File: src/rtl/parking_pkg.sv
// Shared types and defaults for the parking gate controller.
package parking_pkg;

    typedef enum logic [2:0] {
        IDLE,
        WAIT_CARD,
        REJECT,
        OPEN,
        PASSING,
        HOLD
    } gate_state_t;

    localparam int DEFAULT_DEBOUNCE_CYCLES = 4;
    localparam int DEFAULT_PASS_TIMEOUT    = 200;

    // Space flag relevant to the presented card class.
    function automatic logic space_ok(input logic is_uni,
                                      input logic space_uni,
                                      input logic space_public);
        return is_uni ? space_uni : space_public;
    endfunction

endpackage

File: src/rtl/parking_gate_ctrl_if.sv
// Gate-side signal bundle: detectors, card reader, space flags and gate outputs.
interface parking_gate_ctrl_if;
    logic loop_in;
    logic loop_out;
    logic card_valid;
    logic card_is_uni;
    logic space_uni;
    logic space_public;
    logic barrier_open;
    logic car_event;
    logic is_uni_event;
    logic rejected;
    logic timeout_fault;

    // Driver side (gate hardware / testbench).
    modport master (
        output loop_in, loop_out, card_valid, card_is_uni, space_uni, space_public,
        input  barrier_open, car_event, is_uni_event, rejected, timeout_fault
    );

    // Controller side.
    modport slave (
        input  loop_in, loop_out, card_valid, card_is_uni, space_uni, space_public,
        output barrier_open, car_event, is_uni_event, rejected, timeout_fault
    );
endinterface

File: src/rtl/gate_debounce.sv
// Loop detector filter: output flips only after DEBOUNCE_CYCLES consecutive
// disagreeing samples; any agreeing sample restarts the count.
module gate_debounce #(
    parameter int DEBOUNCE_CYCLES = 4
) (
    input  logic clock,
    input  logic reset,
    input  logic raw,
    output logic filtered
);
    localparam int CNT_W = $clog2(DEBOUNCE_CYCLES + 1);

    logic [CNT_W-1:0] cnt_q, cnt_d;
    logic             filt_q, filt_d;

    // Count disagreements; flip when this sample completes the run.
    always_comb begin
        cnt_d  = '0;
        filt_d = filt_q;
        if (raw != filt_q) begin
            if (cnt_q == CNT_W'(DEBOUNCE_CYCLES - 1)) begin
                filt_d = raw;
            end else begin
                cnt_d = cnt_q + CNT_W'(1);
            end
        end
    end

    // Filter state registers.
    always_ff @(posedge clock) begin
        if (reset) begin
            cnt_q  <= '0;
            filt_q <= 1'b0;
        end else begin
            cnt_q  <= cnt_d;
            filt_q <= filt_d;
        end
    end

    assign filtered = filt_q;
endmodule

File: src/rtl/parking_gate_ctrl.sv
// Gate controller: debounced loops, card decision, barrier drive and one
// registered car_event per completed passage.
module parking_gate_ctrl
    import parking_pkg::*;
#(
    parameter int IS_ENTRY        = 1,
    parameter int DEBOUNCE_CYCLES = DEFAULT_DEBOUNCE_CYCLES,
    parameter int PASS_TIMEOUT    = DEFAULT_PASS_TIMEOUT
) (
    input  logic               clock,
    input  logic               reset,
    parking_gate_ctrl_if.slave gate
);
    localparam int TIMER_W = $clog2(PASS_TIMEOUT + 1);

    logic din, dout;

    gate_state_t        state_q, state_d;
    logic [TIMER_W-1:0] timer_q, timer_d, timer_inc;
    logic               uni_q, uni_d;
    logic               barrier_q, barrier_d;
    logic               car_event_q, car_event_d;
    logic               is_uni_q, is_uni_d;
    logic               rejected_q, rejected_d;
    logic               timeout_q, timeout_d;

    gate_debounce #(.DEBOUNCE_CYCLES(DEBOUNCE_CYCLES)) u_deb_in (
        .clock    (clock),
        .reset    (reset),
        .raw      (gate.loop_in),
        .filtered (din)
    );

    gate_debounce #(.DEBOUNCE_CYCLES(DEBOUNCE_CYCLES)) u_deb_out (
        .clock    (clock),
        .reset    (reset),
        .raw      (gate.loop_out),
        .filtered (dout)
    );

    // Next state and next registered outputs; pulses default low every cycle.
    always_comb begin
        state_d     = state_q;
        timer_d     = timer_q;
        uni_d       = uni_q;
        barrier_d   = 1'b0;
        car_event_d = 1'b0;
        is_uni_d    = 1'b0;
        rejected_d  = 1'b0;
        timeout_d   = 1'b0;
        timer_inc   = timer_q + TIMER_W'(1);
        case (state_q)
            IDLE: begin
                if (din) state_d = WAIT_CARD;
            end
            WAIT_CARD: begin
                if (!din) begin
                    state_d = IDLE;
                end else if (gate.card_valid) begin
                    uni_d = gate.card_is_uni;
                    if ((IS_ENTRY != 0) &&
                        !space_ok(gate.card_is_uni, gate.space_uni, gate.space_public)) begin
                        state_d    = REJECT;
                        rejected_d = 1'b1;
                    end else begin
                        state_d   = OPEN;
                        timer_d   = '0;
                        barrier_d = 1'b1;
                    end
                end
            end
            REJECT, HOLD: begin
                if (!din) state_d = IDLE;
            end
            OPEN: begin
                timer_d   = timer_inc;
                barrier_d = 1'b1;
                // A car reaching the outer loop beats a simultaneous timeout.
                if (dout) begin
                    state_d = PASSING;
                end else if (timer_inc == TIMER_W'(PASS_TIMEOUT)) begin
                    state_d   = HOLD;
                    barrier_d = 1'b0;
                    timeout_d = 1'b1;
                end
            end
            PASSING: begin
                if (!dout) begin
                    state_d     = IDLE;
                    car_event_d = 1'b1;
                    is_uni_d    = uni_q;
                end else begin
                    barrier_d = 1'b1;
                end
            end
            default: state_d = IDLE;
        endcase
    end

    // State, timer, latched class and registered outputs.
    always_ff @(posedge clock) begin
        if (reset) begin
            state_q     <= IDLE;
            timer_q     <= '0;
            uni_q       <= 1'b0;
            barrier_q   <= 1'b0;
            car_event_q <= 1'b0;
            is_uni_q    <= 1'b0;
            rejected_q  <= 1'b0;
            timeout_q   <= 1'b0;
        end else begin
            state_q     <= state_d;
            timer_q     <= timer_d;
            uni_q       <= uni_d;
            barrier_q   <= barrier_d;
            car_event_q <= car_event_d;
            is_uni_q    <= is_uni_d;
            rejected_q  <= rejected_d;
            timeout_q   <= timeout_d;
        end
    end

    assign gate.barrier_open  = barrier_q;
    assign gate.car_event     = car_event_q;
    assign gate.is_uni_event  = is_uni_q;
    assign gate.rejected      = rejected_q;
    assign gate.timeout_fault = timeout_q;
endmodule

File: src/flat_wrapper.sv
// flat-port wrapper written by rule: the top's interface ports become plain ports
module parking_gate_ctrl_flat import parking_pkg::*;
#(
    parameter int IS_ENTRY        = 1,
    parameter int DEBOUNCE_CYCLES = DEFAULT_DEBOUNCE_CYCLES,
    parameter int PASS_TIMEOUT    = DEFAULT_PASS_TIMEOUT
)
  (clock, reset, gate_loop_in, gate_loop_out, gate_card_valid, gate_card_is_uni, gate_space_uni, gate_space_public, gate_barrier_open, gate_car_event, gate_is_uni_event, gate_rejected, gate_timeout_fault);
  parking_gate_ctrl_if gate_i ();
  input  logic clock;
  input  logic reset;
  input wire logic [$bits(gate_i.loop_in)-1:0] gate_loop_in;
  input wire logic [$bits(gate_i.loop_out)-1:0] gate_loop_out;
  input wire logic [$bits(gate_i.card_valid)-1:0] gate_card_valid;
  input wire logic [$bits(gate_i.card_is_uni)-1:0] gate_card_is_uni;
  input wire logic [$bits(gate_i.space_uni)-1:0] gate_space_uni;
  input wire logic [$bits(gate_i.space_public)-1:0] gate_space_public;
  output wire logic [$bits(gate_i.barrier_open)-1:0] gate_barrier_open;
  output wire logic [$bits(gate_i.car_event)-1:0] gate_car_event;
  output wire logic [$bits(gate_i.is_uni_event)-1:0] gate_is_uni_event;
  output wire logic [$bits(gate_i.rejected)-1:0] gate_rejected;
  output wire logic [$bits(gate_i.timeout_fault)-1:0] gate_timeout_fault;
  assign gate_i.loop_in = gate_loop_in;
  assign gate_i.loop_out = gate_loop_out;
  assign gate_i.card_valid = gate_card_valid;
  assign gate_i.card_is_uni = gate_card_is_uni;
  assign gate_i.space_uni = gate_space_uni;
  assign gate_i.space_public = gate_space_public;
  assign gate_barrier_open = gate_i.barrier_open;
  assign gate_car_event = gate_i.car_event;
  assign gate_is_uni_event = gate_i.is_uni_event;
  assign gate_rejected = gate_i.rejected;
  assign gate_timeout_fault = gate_i.timeout_fault;
  parking_gate_ctrl #(.IS_ENTRY(IS_ENTRY), .DEBOUNCE_CYCLES(DEBOUNCE_CYCLES), .PASS_TIMEOUT(PASS_TIMEOUT)) u_core (.clock(clock), .reset(reset), .gate(gate_i));
endmodule
File: config.mk
export PLATFORM = sky130hd
export DESIGN_NAME = parking_gate_ctrl_flat
export DESIGN_NICKNAME = d
export VERILOG_FILES = /design/src/rtl/parking_pkg.sv /design/src/rtl/parking_gate_ctrl_if.sv /design/src/rtl/gate_debounce.sv /design/src/rtl/parking_gate_ctrl.sv /design/src/flat_wrapper.sv
export SDC_FILE = /design/constraint.sdc
export NUM_CORES = 1
export LEC_CHECK = 0
export CAP_MARGIN = 5
export CELL_PAD_IN_SITES_DETAIL_PLACEMENT = 1
export CELL_PAD_IN_SITES_GLOBAL_PLACEMENT = 2
export CORE_ASPECT_RATIO = 1.1
export CORE_UTILIZATION = 37
export CTS_CLUSTER_SIZE = 20
export DETAILED_ROUTE_END_ITERATION = 7
export HOLD_SLACK_MARGIN = 0.15
export PLACE_DENSITY = 0.89
export SYNTH_ARGS = -nofsm -noshare
export SYNTH_HDL_FRONTEND = slang
export SYNTH_HIERARCHICAL = 1
export SYNTH_SLANG_ARGS = --single-unit
File: constraint.sdc
create_clock -name clock -period 3.86 [get_ports clock]
set_clock_uncertainty 0.15 [all_clocks]
set_input_delay 0.386 -clock clock [delete_from_list [all_inputs] [get_ports clock]]
set_output_delay 0.386 -clock clock [all_outputs]
set_load 0.01 [all_outputs]
Yosys cells after proc, flatten, opt, wreduce, memory -nomap -nowiden
Cells that the tools add are included.
Storage, ports and cells
  register bits: 25
  logic and storage cells: 78
Cells by class
  $add $sub $neg: 3
  equal/unequal tests: 18
  multiplexer cells: 24
  bitwise gates (word level): 7
  reductions and logical operators: 14
Operators by type and width (count)
  $mux 8: 3
  $mux 3: 7
  $pmux 8 s2: 1
  $pmux 3 s5: 1
  $eq 3x2->1 const B: 4
  $reduce_or 3->1: 4
  $mux 1: 11
  $ne 2x2->1 const B: 5
  $add 8x1->8 const B: 1
  $eq 8x8->1 const B: 1
  $not 1->1: 7
  $add 3x1->3 const B: 2
  $eq 3x3->1 const B: 2
  $reduce_and 5->1: 1
  $reduce_and 2->1: 2
  $reduce_and 4->1: 1
  $reduce_or 2->1: 2
  $reduce_or 4->1: 1
  $eq 3x1->1 const B: 1
  $logic_not 3->1: 1
  $ne 3x2->1 const B: 1
  $ne 3x3->1 const B: 1
  $pmux 1 s3: 1
  $reduce_and 3->1: 1
  other kinds (3): 4

Longest topological paths before layout
  word-level depth: 5
  gate-level depth with buffers: 6
  mapped depth without buffers: 6

By module
Netlist, hierarchy kept.
By module, submodules not included
  parking_gate_ctrl: times used 1, cells each 103, area each 895.9 um^2, seq. area each 340.3 um^2
  gate_debounce: times used 2, cells each 13, area each 158.9 um^2, seq. area each 80.1 um^2

Worst setup path after synthesis
Ideal clock, no wire load.
  path type: in2reg
  from: in gate_card_is_uni
  to: reg u_core.timer_q[7]
  arrival: 1.275 ns
  data required time: 3.639 ns
  setup slack: 2.365 ns
  stages: 5
  path through: mux2_4 -> and3_4 -> o21ai_4 -> o21ai_0 -> a21oi_1
On the way
  cells in the longest elaborated chain, start to end: 3
RTL lines
  start, declared: line flat_wrapper.sv:15  | input wire logic [$bits(gate_i.card_is_uni)-1:0] gate_card_is_uni;
  $mux 1: line parking_pkg.sv:20  | return is_uni ? space_uni : space_public;
  $ne 2x1->1 (no line)
  $reduce_and 4->1 (no line)
  end signal, assigned: line parking_gate_ctrl.sv:113  | timer_q <= timer_d;
  end, declared: line parking_gate_ctrl.sv:19  | logic [TIMER_W-1:0] timer_q, timer_d, timer_inc;
Every way passes these cells.
A chain may end at the register's enable or synchronous reset.

Final worst setup path
  from: in gate_card_is_uni
  to: reg u_core.timer_q[6]
Same word-level chain as after synthesis.

==> metrics <==
outcome complete, no violations; CTS tree built; worst supply voltage drop on vdd 0.000194 V; kind of launch point of the worst setup path primary input; grt ovf 0; number of filler instances in the final layout 375; reg-to-reg critical path endpoint u_core/gate.barrier_open; Critical Path End Type register; Crit Reg-Reg Startpoint u_core/state_q[0]; horizontal die dimension 56.6 microns; routed wirelength normalized by instance count 14.4 microns; number of synthesized flops with an enable pin 0; vias in the first global route 994; worst setup path endpoint u_core/timer_q[6]; power density over the cells 315 nW/um^2; most common cell after layout, fill and taps aside sky130_fd_sc_hd__dfxtp_1; Worst setup startpoint gate_card_is_uni; unrepaired setup endpoints after global routing false; post-CTS resize count 0; final weighted congestion of routability-driven global placement 0.704; Post-CTS Setup Bufs 0; via total after detailed routing 995; clk_lat worst skew 0.31 ns; final sum of negative setup slack 0 ns; leakage power 0.456 nW; Cell Rows 21; number of clock buffers inserted by TritonCTS 3; simple-gate share of the synthesized area 26.4%; highest clock frequency the design can meet 0.541 GHz; cell count after synthesis 129; number of antenna violations at the first check in global routing 0; adder-cell share of the synthesized area 5.15%; Max transition margin 36.8%; post-cts hold buffer count 0; buffer and inverter count on the worst path 1; slowest stage delay, CP 0.50 ns; flop-to-flop setup slack 2.15 ns; Final #Nets 155; Required @ worst endpoint 3.94 ns; total of max-cap violations 0; final standard cell count with taps included and fillers excluded 175; detailed-route DRC error count 0; area grow syn2layout 14.2%; tightest hold margin 0.301 ns; effective utilization at floorplan 39.5%; fraction of final layout cells with drive strength greater than 1 11.3%; Total GRT Usage 16.2%; depth of the worst register-to-register path 4; max-slew violation count 0; Hold Vio Cnt, Final 0; critical path type in2reg; async set-or-reset flop fraction in the synthesized netlist 0%; arrival time of data at the critical path endpoint 1.93 ns; worst-case clock buffer depth 2; detailed-route vias per instance 5.69; CTS H-tree depth 1; Critical Path, Cell by Cell clkdlybuf4s50_1 > mux2_4 > and3_4 > o21ai_4 > o21ai_1 > a21oi_1; Net Count, Synth 142; number of top-level design ports 13; transition time at the pin with the least slew margin 0.945 ns; dominant combinational cell family by area after synthesis simple AND/OR/NAND/NOR gates; sequential element share of the synthesized area 41.2%; area enclosed by the die boundary 3510 sq um; count of cell types in the netlist 43; # diodes 0; compound-gate portion of the synthesized area 14.4%; die span in y 62.1 microns; worst hold path class reg2reg; Crit-path slowest cell sky130_fd_sc_hd__clkdlybuf4s50_1; synthesis warning total 6; Avg Cell Area, Syn 9.41 sq um; TritonCTS sink count 25; portion of netlist area occupied by mux cells 8.76%; highest-count cells in the layout ignoring fill and taps 25 x sky130_fd_sc_hd__dfxtp_1, 14 x sky130_fd_sc_hd__nor2_1, 12 x sky130_fd_sc_hd__clkdlybuf4s50_1, 8 x sky130_fd_sc_hd__nand2_1, 8 x sky130_fd_sc_hd__mux2i_1; number of cells on the critical path 6; largest net degree at the start of global routing 26; final critical path time including I/O delays and setup 1.85 ns; dominant synthesized flop cell sky130_fd_sc_hd__dfxtp_1; global-route wire length before repair 4470 microns; Mapped Area 1210 sq um; number of nets with antenna violations after routing 0; clock root buffer sky130_fd_sc_hd__clkbuf_4; setup violators final 0; Inst Count DP 171; Pre-antenna DRT Iters 3; area share of xor/xnor cells in the synthesized design 1.44%; placed wire-length estimate 1880 microns; period utilization 47.9%; clock-pin slew of the registers on the worst-case setup and hold paths 0.13 ns; standard cell core area 3070 sq um; Max FO, Critical Path 9; drt total wl 2520 microns; DRC violation total after the first TritonRoute iteration 11; flip-flop and latch count after synthesis 25; PortBufs 12; critical path's top delay family compound AO/OA/AOI/OAI gates
==> synth_stat cells, types with 2 or more instances <==
| cell | number | area [sq um] |
|---|---|---|
| sky130_fd_sc_hd__o21ai_0 | 6 | 30.0 |
| sky130_fd_sc_hd__nor3_1 | 2 | 10.0 |
| sky130_fd_sc_hd__nand2_1 | 8 | 30.0 |
| sky130_fd_sc_hd__inv_1 | 3 | 11.3 |
| sky130_fd_sc_hd__dfxtp_1 | 25 | 500 |
| sky130_fd_sc_hd__nand4_1 | 3 | 18.8 |
| sky130_fd_sc_hd__nor2_1 | 14 | 52.6 |
| sky130_fd_sc_hd__a31oi_1 | 2 | 12.5 |
| sky130_fd_sc_hd__nor4b_2 | 3 | 45.0 |
| sky130_fd_sc_hd__xnor2_1 | 2 | 17.5 |
| sky130_fd_sc_hd__nand3_1 | 3 | 15.0 |
| sky130_fd_sc_hd__mux2i_1 | 8 | 80.1 |
| sky130_fd_sc_hd__a22oi_1 | 4 | 30.0 |
| sky130_fd_sc_hd__ha_1 | 5 | 62.6 |
| sky130_fd_sc_hd__a21oi_1 | 7 | 35.0 |
| sky130_fd_sc_hd__a221oi_1 | 2 | 17.5 |
| sky130_fd_sc_hd__nor4_1 | 4 | 25.0 |
| sky130_fd_sc_hd__or3_1 | 3 | 18.8 |
==> metal layers <==
metal | routed length (microns) | GRT usage (%)
met5 | 0 | 0
met4 | 22 | 4.18
met1 | 1160 | 19.7
met2 | 1290 | 30.9
met3 | 46 | 1.86
==> kinds of logic after synthesis <==
kind of cell / Yosys count
simple gates: 54
compound gates: 26
mux: 10
flops: 25
buf+inv: 7
xor+xnor: 2
fa+ha+maj: 5
==> registers in the layout, summed over array words and instances, names as in the netlist <==
signal / count
u_core/gate.is_uni_event: 1
u_core/u_deb_out/filtered: 1
u_core/uni_q: 1
u_core/u_deb_in/cnt_q: 3
u_core/state_q: 3
u_core/u_deb_out/cnt_q: 3
u_core/u_deb_in/filtered: 1
u_core/gate.timeout_fault: 1
u_core/gate.barrier_open: 1
u_core/gate.rejected: 1
u_core/gate.car_event: 1
u_core/timer_q: 8
==> final cells by class <==
class | count | area (sq um) | area share, %
repair buffers | 12 | 120 | 8.66
well taps | 34 | 42.5 | 3.07
clock inverters | 1 | 7.51 | 0.542
inverters | 3 | 11.3 | 0.812
clock buffers | 3 | 22.5 | 1.62
flip-flops and latches | 25 | 500 | 36.1
multi-input cells | 97 | 682 | 49.2
==> how the worst min path moves through the flow <==
stage,startpoint,endpoint,cells after the start
floorplan,u_core/u_deb_in/cnt_q[0],u_core/u_deb_in/cnt_q[0],1
global placement,u_core/u_deb_in/cnt_q[0],u_core/u_deb_in/cnt_q[0],1
detailed placement,u_core/u_deb_in/cnt_q[0],u_core/u_deb_in/cnt_q[0],1
CTS,u_core/u_deb_in/cnt_q[0],u_core/u_deb_in/cnt_q[0],1
global route,u_core/u_deb_in/cnt_q[0],u_core/u_deb_in/cnt_q[0],1
finish,u_core/u_deb_out/cnt_q[0],u_core/u_deb_out/cnt_q[0],1
==> metrics by stage <==
step	power (W)	instance area, sq um	util (%)	setup WS (ns)
after floorplan	0.000312	1210	-	2.36
after global placement	0.000323	1360	44.1	1.74
after detailed placement	0.000326	1360	44.1	1.69
after CTS	0.000446	1390	45.1	2.03
after global routing	0.000463	1390	45.1	1.95
final	0.000437	1390	45.1	2.01
==> report_power, final <==
part / internal, W / leakage [nW] / switching, W
Clock: 0.0000394 / 0.0139 / 0.0000785
Combinational: 0.0000258 / 0.241 / 0.0000226
Sequential: 0.000263 / 0.202 / 0.00000793
(Power assumes the default switching activity.)
